[config.mk]
export PLATFORM = sky130hd
export DESIGN_NAME = tart_bank_scheduler
export DESIGN_NICKNAME = d
export VERILOG_FILES = /design/src/rtl/tart_bank_scheduler.sv
export SDC_FILE = /design/constraint.sdc
export NUM_CORES = 1
export LEC_CHECK = 0
export CORE_MARGIN = 5
export CORE_UTILIZATION = 35
export DETAILED_ROUTE_END_ITERATION = 8
export GPL_ROUTABILITY_DRIVEN = 1
export MAX_ROUTING_LAYER = met4
export PLACE_DENSITY = 0.67
export SLEW_MARGIN = 5
export SYNTH_ARGS = -nofsm -noshare
export SYNTH_HDL_FRONTEND = slang
export SYNTH_SLANG_ARGS = --single-unit
[constraint.sdc]
create_clock -name clk_i -period 5.3 [get_ports clk_i]
set_input_delay 0.53 -clock clk_i [delete_from_list [all_inputs] [get_ports clk_i]]
set_output_delay 0.53 -clock clk_i [all_outputs]
set_load 0.02 [all_outputs]
[src/rtl/tart_bank_scheduler.sv]
// tart_bank_scheduler: sample/block counter that swaps correlator banks and tracks read-back of completed banks.
module tart_bank_scheduler #(
    parameter int ACCUM = 24,
    parameter int XBITS = 4,
    parameter int DRAIN = 3
) (
    input  logic             clk_i,
    input  logic             rst_i,
    input  logic             enable_i,
    input  logic             strobe_i,
    input  logic [ACCUM-1:0] blocksize_i,
    input  logic             streamed_i,
    input  logic             clear_i,
    output logic             switch_o,
    output logic             bank_o,
    output logic [XBITS-1:0] block_o,
    output logic             available_o,
    output logic             overflow_o,
    output logic             busy_o,
    output logic [ACCUM-1:0] count_o
);
    typedef enum logic [1:0] {IDLE, COUNT, SWITCH} state_t;
    state_t state, state_n;
    logic [ACCUM-1:0] bs_r, bs_n, count_n;
    logic [3:0] dc, dc_n;
    logic bank_n, done, term;
    assign switch_o = state == SWITCH;
    assign busy_o = state != IDLE;
    assign term = strobe_i && count_o == bs_r;
    always_comb begin
        state_n = state;
        bs_n = bs_r;
        count_n = count_o;
        dc_n = dc;
        bank_n = bank_o;
        done = 1'b0;
        case (state)
            IDLE: if (enable_i) begin
                state_n = COUNT;
                bs_n = blocksize_i < ACCUM'(DRAIN) ? ACCUM'(DRAIN) : blocksize_i;
                count_n = '0;
            end
            COUNT: if (!enable_i) begin
                state_n = IDLE;
                count_n = '0;
            end else if (strobe_i) begin
                count_n = term ? '0 : count_o + 1'b1;
                if (term) begin
                    state_n = SWITCH;
                    bank_n = ~bank_o;
                    dc_n = '0;
                end
            end
            SWITCH: begin
                count_n = strobe_i ? (term ? '0 : count_o + 1'b1) : count_o;
                dc_n = dc + 1'b1;
                // swap always completes; enable only picks where it lands
                if (dc == 4'(DRAIN - 1)) begin
                    done = 1'b1;
                    state_n = enable_i ? COUNT : IDLE;
                    count_n = enable_i ? count_n : '0;
                end
            end
            default: state_n = IDLE;
        endcase
    end
    always_ff @(posedge clk_i) begin
        if (rst_i) begin
            state <= IDLE;
            bs_r <= '0;
            count_o <= '0;
            dc <= '0;
            bank_o <= 1'b0;
            block_o <= '0;
            available_o <= 1'b0;
            overflow_o <= 1'b0;
        end else begin
            state <= state_n;
            bs_r <= bs_n;
            count_o <= count_n;
            dc <= dc_n;
            bank_o <= bank_n;
            block_o <= done ? block_o + 1'b1 : block_o;
            available_o <= done | (available_o & ~streamed_i);
            overflow_o <= (done & available_o & ~streamed_i) | (overflow_o & ~clear_i);
        end
    end
endmodule

==> results of run 1 <==
==> synth_stat cells (all sizes together) (6+ instances only) <==
| master | n |
|---|---|
| nand2 | 73 |
| dfxtp | 61 |
| a21oi | 42 |
| xnor2 | 25 |
| inv | 23 |
| nand3 | 21 |
| o21ai | 21 |
| nand4 | 16 |
| nor2 | 14 |
| clkbuf | 12 |
| or3 | 12 |
| nor4 | 10 |
| ha | 9 |
| buf | 6 |
==> final timing paths <==
kind | startpoint | to | slack, ns | cells after the start
hold / removal | bs_r[20]$_SDFFE_PP0P_ | bs_r[20]$_SDFFE_PP0P_ | 0.47 | 2
hold reg to reg | bs_r[20]$_SDFFE_PP0P_ | bs_r[20]$_SDFFE_PP0P_ | 0.47 | 2
setup / recovery | state[0]$_SDFFE_PP0P_ | count_o[23]$_SDFFE_PP0P_ | 2.78 | 8
setup reg to reg | state[0]$_SDFFE_PP0P_ | count_o[23]$_SDFFE_PP0P_ | 2.78 | 8
==> per-stage QoR <==
| stage | worst slack [ns] | hold slack [ns] |
|---|---|---|
| 2_1_floorplan | 3.13 | 0.449 |
| 3_3_place_gp | 2.54 | 0.459 |
| 3_5_place_dp | 2.50 | 0.464 |
| 4_1_cts | 2.83 | 0.473 |
| 5_1_grt | 2.59 | 0.500 |
| 6_report | 2.78 | 0.467 |
==> logic make-up (layout without fill, tap and decap cells) <==
| kind of cell | count (synthesis) | after routing |
|---|---|---|
| buf+inv | 41 | 103 |
| mux | 4 | 4 |
| flops | 61 | 61 |
| simple gates | 168 | 168 |
| fa+ha+maj | 9 | 9 |
| xor+xnor | 28 | 28 |
| compound gates | 95 | 95 |
==> cells in the final DEF, fill, tap and decap left out, drive strengths merged, types with 4 or more instances in the layout <==
cell / Yosys / layout
nor2: 14 / 14
inv: 23 / 23
nand3: 21 / 21
a21oi: 42 / 42
a211oi: 4 / 4
clkdlybuf4s50: 0 / 62
nand2: 73 / 73
o21a: 4 / 4
nor4: 10 / 10
o21ai: 21 / 21
or3: 12 / 12
and2: 4 / 4
xnor2: 25 / 25
ha: 9 / 9
clkbuf: 12 / 12
nand4: 16 / 16
o22ai: 4 / 4
dfxtp: 61 / 61
==> worst register-to-register path: cells and delay by family (launching register included) <==
kind,cells,cell delay [ns]
buf+inv,2,0.26
fa+ha+maj,1,0.39
simple gates,1,0.17
flops,1,0.34
compound gates,4,1.30
==> flip-flops by register name, summed over array words and instances, names as in the netlist <==
register	flops
count_o	24
overflow_o	1
state	2
bs_r	24
dc	4
bank_o	1
block_o	4
available_o	1
==> metal layers <==
metal | track usage, % | wire [µm] | vias to the layer above
met4 | 6.39 | 151 | 0
met1 | 22.2 | 4340 | 1413
li1 | - | - | 1558
met3 | 3.13 | 514 | 13
met2 | 24.4 | 3890 | 105
met5 | - | 0 | -
==> power by group <==
| part | switching (µW) | internal [µW] | leakage [µW] |
|---|---|---|---|
| Combinational | 72.2 | 56.4 | 0.000798 |
| Clock | 183 | 289 | 0.000113 |
| Sequential | 10.3 | 472 | 0.000496 |
| Total | 265 | 817 | 0.00141 |
==> cell type report <==
cell class | instances | area, µm² | share of cell area [%]
clock buffers | 12 | 155 | 3.69
clock inverters | 3 | 68.8 | 1.64
inverters | 23 | 86.3 | 2.05
multi-input cells | 304 | 1890 | 45.0
flip-flops and latches | 61 | 1220 | 29.1
well taps | 111 | 139 | 3.30
repair buffers | 65 | 643 | 15.3
==> flow_summary.json, run 1 <==
{
  "cts.sink_count": 61,
  "fmax_mhz": 397,
  "period_share_pct": 47.5,
  "vias": 3089,
  "drt-total-wl_um": 8900,
  "grt.overflow.total": 0,
  "max_slew.worst_pin.slew_ns": 0.927,
  "hold_viol": 0,
  "grt_usage_pct": 16.4,
  "cp_top_family": "compound AO/OA/AOI/OAI gates",
  "synth-simple-area-share_pct": 27.5,
  "min_path_type": "flop to flop",
  "area_delta_synth_final_pct": 27.8,
  "slowest_delay_ns": 0.72,
  "synth_seq_area_share_pct": 37.1,
  "ctsResizeCount": 0,
  "final_core_util_pct": 45.7,
  "drt_iter0_drc": 147,
  "numCtsBuffers": 9,
  "die_w_um": 107,
  "die-area_um2": 11400,
  "n_fill_cell": 905,
  "slew-limit-headroom_pct": 38.2,
  "cts_tree": "done",
  "drv_slew": 0,
  "start_util_pct": 35.8,
  "synth_cells": 406,
  "avgSynthCellArea_um2": 8.10,
  "power_uw": 1080,
  "synth-edff-count": 0,
  "fin_skew_ns": 0.0141,
  "post-place-cells": 564,
  "ys.flop_type": "dfxtp_1",
  "fin_setup_tns_ns": 0,
  "yosys.area_share.adder_pct": 3.42,
  "period_minus_slack_ns": 2.52,
  "worstPathRequired_ns": 5.57,
  "avgRoutedWirePerCell_um": 15.4,
  "powerDensity_nw_per_um2": 258,
  "rsz0062_at_grt": "false",
  "postCtsSetupRepairBufs": 0,
  "portBuffers": 62,
  "endpoint_kind": "flop",
  "post-route-drc-count": 0,
  "insertedDiodeCount": 0,
  "synth_top_area_share_pct": 37.1,
  "worst-path-buf-inv": 2,
  "ctsHoldBuffers": 0,
  "synth_compound_area_share_pct": 17.6,
  "synth.area.top_cells": "dfxtp_1 37%, nand2_1 8.1%, xnor2_1 6.7%",
  "yosys.area.top_type": "dfxtp_1",
  "clk_latency_ns": 0.34,
  "syn_area_um2": 3290,
  "path_max_fanout": 18,
  "viasPerCell": 5.34,
  "grt_antenna_before_repair": 0,
  "instances_no_fill": 579,
  "syn_nets": 445,
  "postRouteAntennaNets": 0,
  "htree_levels": 3,
  "cts_buffer_depth": 2,
  "placementRows": 35,
  "ir_drop_uv": 104,
  "cap_violations": 0,
  "critical_path_class": "flop to flop",
  "synth-xor-area-share_pct": 7.46,
  "clk_pin_slew_ns": 0.07,
  "dpl-instance-area_um2": 3980,
  "ys.warnings.count": 0,
  "hpwlAfterDp_um": 6670,
  "clock-root-buffer": "clkbuf_8",
  "grt_start_max_net_pins": 38,
  "layout-drive-gt1-share_pct": 8.12,
  "synth_top_family_by_area": "simple AND/OR/NAND/NOR gates",
  "setup_violations": 0,
  "synthDistinctLibCells": 60,
  "core_area_um2": 9200,
  "cp_slowest_cell": "a21oi_2",
  "async_flop_share_pct": 0,
  "grt_pass1_wl_um": 14600,
  "cp.arrival_ns": 2.79,
  "die_h_um": 107,
  "gp_congestion": 0.879,
  "synth.area.mux_share_pct": 1.37,
  "crit_path_start_kind": "flop",
  "grt_pass1_vias": 2972,
  "status": "completed",
  "dr.pass1.iters": 4,
  "power.leakage_uw": 0.00141,
  "path_cells": "inv_1 > ha_1 > inv_2 > o21ai_1 > nand3_2 > a21oi_2 > a21oi_1 > o22ai_1",
  "fin_area_um2": 4200,
  "ys_ff_latch": 61,
  "ios": 63,
  "nNetsFinal": 503
}
No activity file was read; power rests on OpenSTA's default activity.
==> run 2, diff against run 1 <==
--- a/config.mk
+++ b/config.mk
@@ -10,7 +10,7 @@
 export DETAILED_ROUTE_END_ITERATION = 8
 export GPL_ROUTABILITY_DRIVEN = 1
 export MAX_ROUTING_LAYER = met4
-export PLACE_DENSITY = 0.67
+export PLACE_DENSITY = 0.69
 export SLEW_MARGIN = 5
 export SYNTH_ARGS = -nofsm -noshare
 export SYNTH_HDL_FRONTEND = slang
==> constraint.sdc (replaced) <==
create_clock -name clk_i -period 2.08 [get_ports clk_i]
set_input_delay 0.208 -clock clk_i [delete_from_list [all_inputs] [get_ports clk_i]]
set_output_delay 0.208 -clock clk_i [all_outputs]
set_load 0.02 [all_outputs]
==> run 2 against run 1 <==
Against the previous run:
- wire length rose by 9.4%
- power increased to 2.6 times the previous value
- cell count up 6.2%
- sequential cell count unchanged
- setup slack worse by 2.7 ns
- critical path type unchanged
==> flow_summary.json, run 2 (synthesis results as in run 1) <==
{
  "status": "completed",
  "area_delta_synth_final_pct": 40.1,
  "die_h_um": 107,
  "htree_levels": 3,
  "cts.sink_count": 61,
  "grt_antenna_before_repair": 0,
  "clk_pin_slew_ns": 0.07,
  "avgRoutedWirePerCell_um": 15.8,
  "r2r_cells": 8,
  "gp_congestion": 0.877,
  "n_fill_cell": 900,
  "slowest_delay_ns": 0.50,
  "max_slew.worst_pin.slew_ns": 0.383,
  "die_w_um": 107,
  "grt_start_max_net_pins": 37,
  "grt_usage_pct": 17.7,
  "post-place-cells": 595,
  "cap_violations": 0,
  "final_core_util_pct": 50.1,
  "layout-drive-gt1-share_pct": 17.5,
  "mostFrequentLayoutCells": "71 x nand2_1, 61 x clkdlybuf4s50_1, 55 x dfxtp_1, 40 x a21oi_1, 34 x buf_4",
  "regArea_um2": 1230,
  "crit_path_start_kind": "flop",
  "endpoint_kind": "flop",
  "numCtsBuffers": 9,
  "start_util_pct": 35.8,
  "cp_slowest_cell": "dfxtp_1",
  "cp.arrival_ns": 2.28,
  "path_cells": "xnor2_1 > nand4_1 > nor3_4 > buf_12 > a211o_4 > buf_12 > or3_1 > o21ai_1",
  "slew-limit-headroom_pct": 74.5,
  "cp_top_family": "simple AND/OR/NAND/NOR gates",
  "min_path_type": "input port to flop",
  "placementRows": 35,
  "grt_pass1_vias": 3300,
  "cts_tree": "done",
  "instances_no_fill": 615,
  "path_depth": 8,
  "worstPathRequired_ns": 2.36,
  "clock-root-buffer": "clkbuf_8",
  "hpwlAfterDp_um": 7240,
  "drt-total-wl_um": 9740,
  "power.leakage_uw": 0.00165,
  "path_max_fanout": 8,
  "fin_setup_tns_ns": 0,
  "viasPerCell": 5.35,
  "period_share_pct": 96.2,
  "worst-path-buf-inv": 2,
  "nNetsFinal": 539,
  "postRouteAntennaNets": 0,
  "drt_iter0_drc": 191,
  "clk_latency_ns": 0.34,
  "fmax_mhz": 500,
  "setup_violations": 0,
  "critPathMostFrequentCell": "buf_12",
  "hold_viol": 0,
  "fin_skew_ns": 0.0101,
  "worstHoldPathCells": 3,
  "portBuffers": 62,
  "grt.overflow.total": 0,
  "vias": 3288,
  "die-area_um2": 11400,
  "ios": 63,
  "cts_buffer_depth": 2,
  "layout_commonest_cell": "nand2_1",
  "insertedDiodeCount": 0,
  "critical_path_class": "flop to flop",
  "dr.pass1.iters": 6,
  "ir_drop_uv": 299,
  "drv_slew": 0,
  "period_minus_slack_ns": 2.00,
  "top_regs": "bs_r (24), count_o (24)",
  "grt_pass1_wl_um": 15700,
  "multi_input_area_um2": 1950,
  "core_area_um2": 9200,
  "powerDensity_nw_per_um2": 617,
  "post-route-drc-count": 0
}
run 2: cell count changes in the layout (fill, tap and decap cells not counted), sizes merged:
cell	delta
buf	+35
clkinvlp	+1
dlymetal6s2s	+1
clkdlybuf4s50	-1
clkinv	-1
clkbuf	+1
run 2: final cells by class:
cell class | instances | share of cell area, %
clock buffer | 12 | 3.58
multi-input combinational | 304 | 42.3
sequential | 61 | 26.7
clock inverter | 3 | 1.47
timing repair buffer | 101 | 21.1
tap | 111 | 3.01
inverter | 23 | 1.87
run 2: per-stage QoR:
stage	area, µm²	hold WS, ns	setup slack [ns]	power, µW
4_1_cts	4480	0.450	0.0190	2820
3_3_place_gp	4240	0.460	-0.101	1590
5_1_grt	4610	0.469	-0.0175	2950
2_1_floorplan	3300	0.344	0.0132	1460
6_report	4610	0.456	0.0789	2840
3_5_place_dp	4240	0.463	-0.164	1600
run 2: final timing paths:
check                                              from                       to  slack, ns
worst max-delay path            count_o[5]$_SDFFE_PP0P_  count_o[7]$_SDFFE_PP0P_       0.08
worst min-delay path                     blocksize_i[6]     bs_r[6]$_SDFFE_PP0P_       0.46
worst max register to register  count_o[5]$_SDFFE_PP0P_  count_o[7]$_SDFFE_PP0P_       0.08
worst min register to register    bs_r[19]$_SDFFE_PP0P_    bs_r[19]$_SDFFE_PP0P_       0.47
run 2: layer usage:
layer	routed length [µm]	track usage (%)	up-vias
met2	4590	27.9	124
met5	0	-	-
li1	-	-	1636
met3	516	3.67	20
met4	238	6.58	0
met1	4400	22.3	1508
run 2: report_power, final:
group | total (µW) | internal, µW | switching, µW | leakage (µW)
sequential | 1230 | 1200 | 26.1 | 0.000498
combinational | 380 | 177 | 203 | 0.00103
clock | 1230 | 767 | 468 | 0.000115
run 2: worst min-delay path, delay by kind of cell:
| family | cells | cell delay [ns] |
|---|---|---|
| buffers and inverters | 1 | 0.42 |
| AND/OR/NAND/NOR | 1 | 0.07 |
| AO/OA/AOI/OAI | 1 | 0.05 |
run 2: repair_timing:
item / CTS / global route
pin swaps: 0 / 5
setup buffers: 0 / 4
gates resized for setup: 2 / 15
cloned: 0 / 1
endpoints found under the setup margin: 18 / 28
hold buffers: 0 / 0
==> run 3, diff against run 2 <==
--- a/config.mk
+++ b/config.mk
@@ -5,12 +5,13 @@
 export SDC_FILE = /design/constraint.sdc
 export NUM_CORES = 1
 export LEC_CHECK = 0
-export CORE_MARGIN = 5
+export CORE_MARGIN = 2
 export CORE_UTILIZATION = 35
 export DETAILED_ROUTE_END_ITERATION = 8
 export GPL_ROUTABILITY_DRIVEN = 1
 export MAX_ROUTING_LAYER = met4
 export PLACE_DENSITY = 0.69
+export REMOVE_ABC_BUFFERS = 1
 export SLEW_MARGIN = 5
 export SYNTH_ARGS = -nofsm -noshare
 export SYNTH_HDL_FRONTEND = slang
==> constraint.sdc (replaced) <==
create_clock -name clk_i -period 2.08 [get_ports clk_i]
set_input_delay 0.208 -clock clk_i [delete_from_list [all_inputs] [get_ports clk_i]]
set_output_delay 0.208 -clock clk_i [all_outputs]
set_load 0.05 [all_outputs]
==> run 3 against run 2 <==
Against the previous run:
- combinational power grew 1%
- utilization shrank 0.15 points
- design area shrank 0.30%
- sequential cell count is the same
- die area shrank 11%
- maximum frequency grew 0.57%
- cell count grew 2.1%
- largest cell class unchanged
- power shrank 9.7%
- worst hold slack lost 0.0039 ns
- via count grew 1.2%
- critical endpoint is now count_o[10]$_SDFFE_PP0P_
==> flow_summary.json, run 3 (synthesis results as in run 1) <==
{
  "status": "completed",
  "mostFrequentLayoutCells": "71 x nand2_1, 60 x clkdlybuf4s50_1, 54 x dfxtp_1, 50 x buf_4, 40 x a21oi_1",
  "period_minus_slack_ns": 1.99,
  "grt_pass1_vias": 3097,
  "numCtsBuffers": 9,
  "cts_buffer_depth": 2,
  "power_uw": 2570,
  "layout_commonest_cell": "nand2_1",
  "clock-root-buffer": "clkbuf_8",
  "drt_iter0_drc": 174,
  "worstHoldPathCells": 3,
  "path_max_fanout": 4,
  "cp_top_family": "simple AND/OR/NAND/NOR gates",
  "fin_setup_tns_ns": 0,
  "min_from": "blocksize_i[11]",
  "fmax_mhz": 503,
  "fin_skew_ns": 0.00768,
  "core_area_um2": 9200,
  "r2r_start": "dc[0]$_SDFFE_PP0P_",
  "clk_pin_slew_ns": 0.07,
  "powerDensity_nw_per_um2": 559,
  "top_regs": "bs_r (24), count_o (24)",
  "ir_drop_uv": 331,
  "insertedDiodeCount": 0,
  "crit_path_start_kind": "flop",
  "drv_slew": 0,
  "dpl-instance-area_um2": 4270,
  "placementRows": 35,
  "cts.sink_count": 61,
  "clk_latency_ns": 0.34,
  "worstPathRequired_ns": 2.36,
  "final_core_util_pct": 50.0,
  "reg2reg_to": "count_o[10]$_SDFFE_PP0P_",
  "r2r_cells": 8,
  "start_util_pct": 35.8,
  "grt.overflow.total": 0,
  "ctsHoldBuffers": 0,
  "area_delta_synth_final_pct": 39.7,
  "hpwlAfterDp_um": 7100,
  "worst-path-buf-inv": 1,
  "cp.arrival_ns": 2.27,
  "hold_viol": 0,
  "min_path_type": "input port to flop",
  "cap_violations": 0,
  "r2r_setup_slack_ns": 0.09,
  "viasPerCell": 5.30,
  "die-area_um2": 10200,
  "gp_congestion": 0.893,
  "max_slew.worst_pin.slew_ns": 0.513,
  "htree_levels": 3,
  "endpoint_kind": "flop",
  "avgRoutedWirePerCell_um": 15.1,
  "layout-drive-gt1-share_pct": 19.9,
  "post-place-cells": 604,
  "grt_usage_pct": 19.1,
  "instances_no_fill": 628,
  "min_to": "bs_r[11]$_SDFFE_PP0P_",
  "fin_area_um2": 4600,
  "n_fill_cell": 907,
  "post-route-drc-count": 0,
  "portBuffers": 62,
  "power.leakage_uw": 0.00164,
  "nNetsFinal": 551,
  "setup_violations": 0,
  "cp_slowest_cell": "or4_1",
  "drt-total-wl_um": 9490,
  "critical_path_class": "flop to flop",
  "path_cells": "inv_1 > ha_2 > nor3b_4 > o21ai_2 > nand3_2 > a211o_4 > or4_1 > nand3_1",
  "postRouteAntennaNets": 0,
  "die_h_um": 101,
  "grt_start_max_net_pins": 37,
  "ios": 63,
  "slew-limit-headroom_pct": 65.7,
  "period_share_pct": 95.7,
  "slowest_delay_ns": 0.48,
  "dr.pass1.iters": 4,
  "grt_pass1_wl_um": 15000,
  "die_w_um": 101,
  "grt_antenna_before_repair": 0,
  "cts_tree": "done",
  "vias": 3327
}
## run 3: changes by cell type in the layout (fill, tap and decap cells not counted), sizes merged
cell,delta
clkdlybuf4s50,-1
buf,+15
dlymetal6s2s,-1
clkinv,+1
bufinv,-2
clkinvlp,+1
## run 3: tightest hold or removal path: cells and delay by family
kind / cells / cell delay (ns)
compound gates: 1 / 0.05
buf+inv: 1 / 0.42
simple gates: 1 / 0.06
## run 3: how the worst max path moves through the flow
stage | from | to | slack, ns | cells after the start
after floorplan | state[0]$_SDFFE_PP0P_ | count_o[10]$_SDFFE_PP0P_ | -0.42 | 8
after global placement | strobe_i | count_o[18]$_SDFFE_PP0P_ | -0.05 | 8
after detailed placement | enable_i | count_o[10]$_SDFFE_PP0P_ | -0.1 | 7
after CTS | dc[0]$_SDFFE_PP0P_ | count_o[17]$_SDFFE_PP0P_ | 0.008 | 9
after global routing | count_o[16]$_SDFFE_PP0P_ | state[1]$_SDFFE_PP0P_ | -0.01 | 7
final | dc[0]$_SDFFE_PP0P_ | count_o[10]$_SDFFE_PP0P_ | 0.09 | 8
## run 3: power by group
group	leakage [µW]	internal [µW]	switching [µW]
combinational	0.00106	179	205
sequential	0.000499	1200	26.8
clock	0.0000857	496	458
total	0.00164	1880	690
## run 3: timing repair
item / in CTS / in global routing
hold endpoints to repair: 0 / 0
gates cloned: 0 / 0
setup buffers: 2 / 6
pin swaps: 3 / 5
endpoints found under the setup margin: 18 / 28
resized for setup: 1 / 18
## run 3: metrics by stage
stage,worst slack [ns],hold WS [ns]
after floorplan,-0.416,0.277
after global placement,-0.0502,0.460
after detailed placement,-0.0950,0.465
after CTS,0.00848,0.445
after global routing,-0.0134,0.464
final,0.0903,0.453
## run 3: layer usage
layer	vias up	global-route usage [%]	part of all wire, %
met4	0	7.38	1.9
met1	1528	25.2	45
li1	1663	-	-
met5	-	-	0
met3	16	2.91	6.4
met2	120	29.5	47
## run 3: final cells by class
| class | count | area (µm²) | area share [%] |
|---|---|---|---|
| timing repair buffer | 113 | 1030 | 22.4 |
| sequential | 61 | 1230 | 26.8 |
| multi-input combinational | 304 | 1930 | 42.1 |
| clock inverter | 3 | 20.0 | 0.436 |
| tap | 111 | 139 | 3.02 |
| clock buffer | 13 | 159 | 3.46 |
| inverter | 23 | 86.3 | 1.88 |
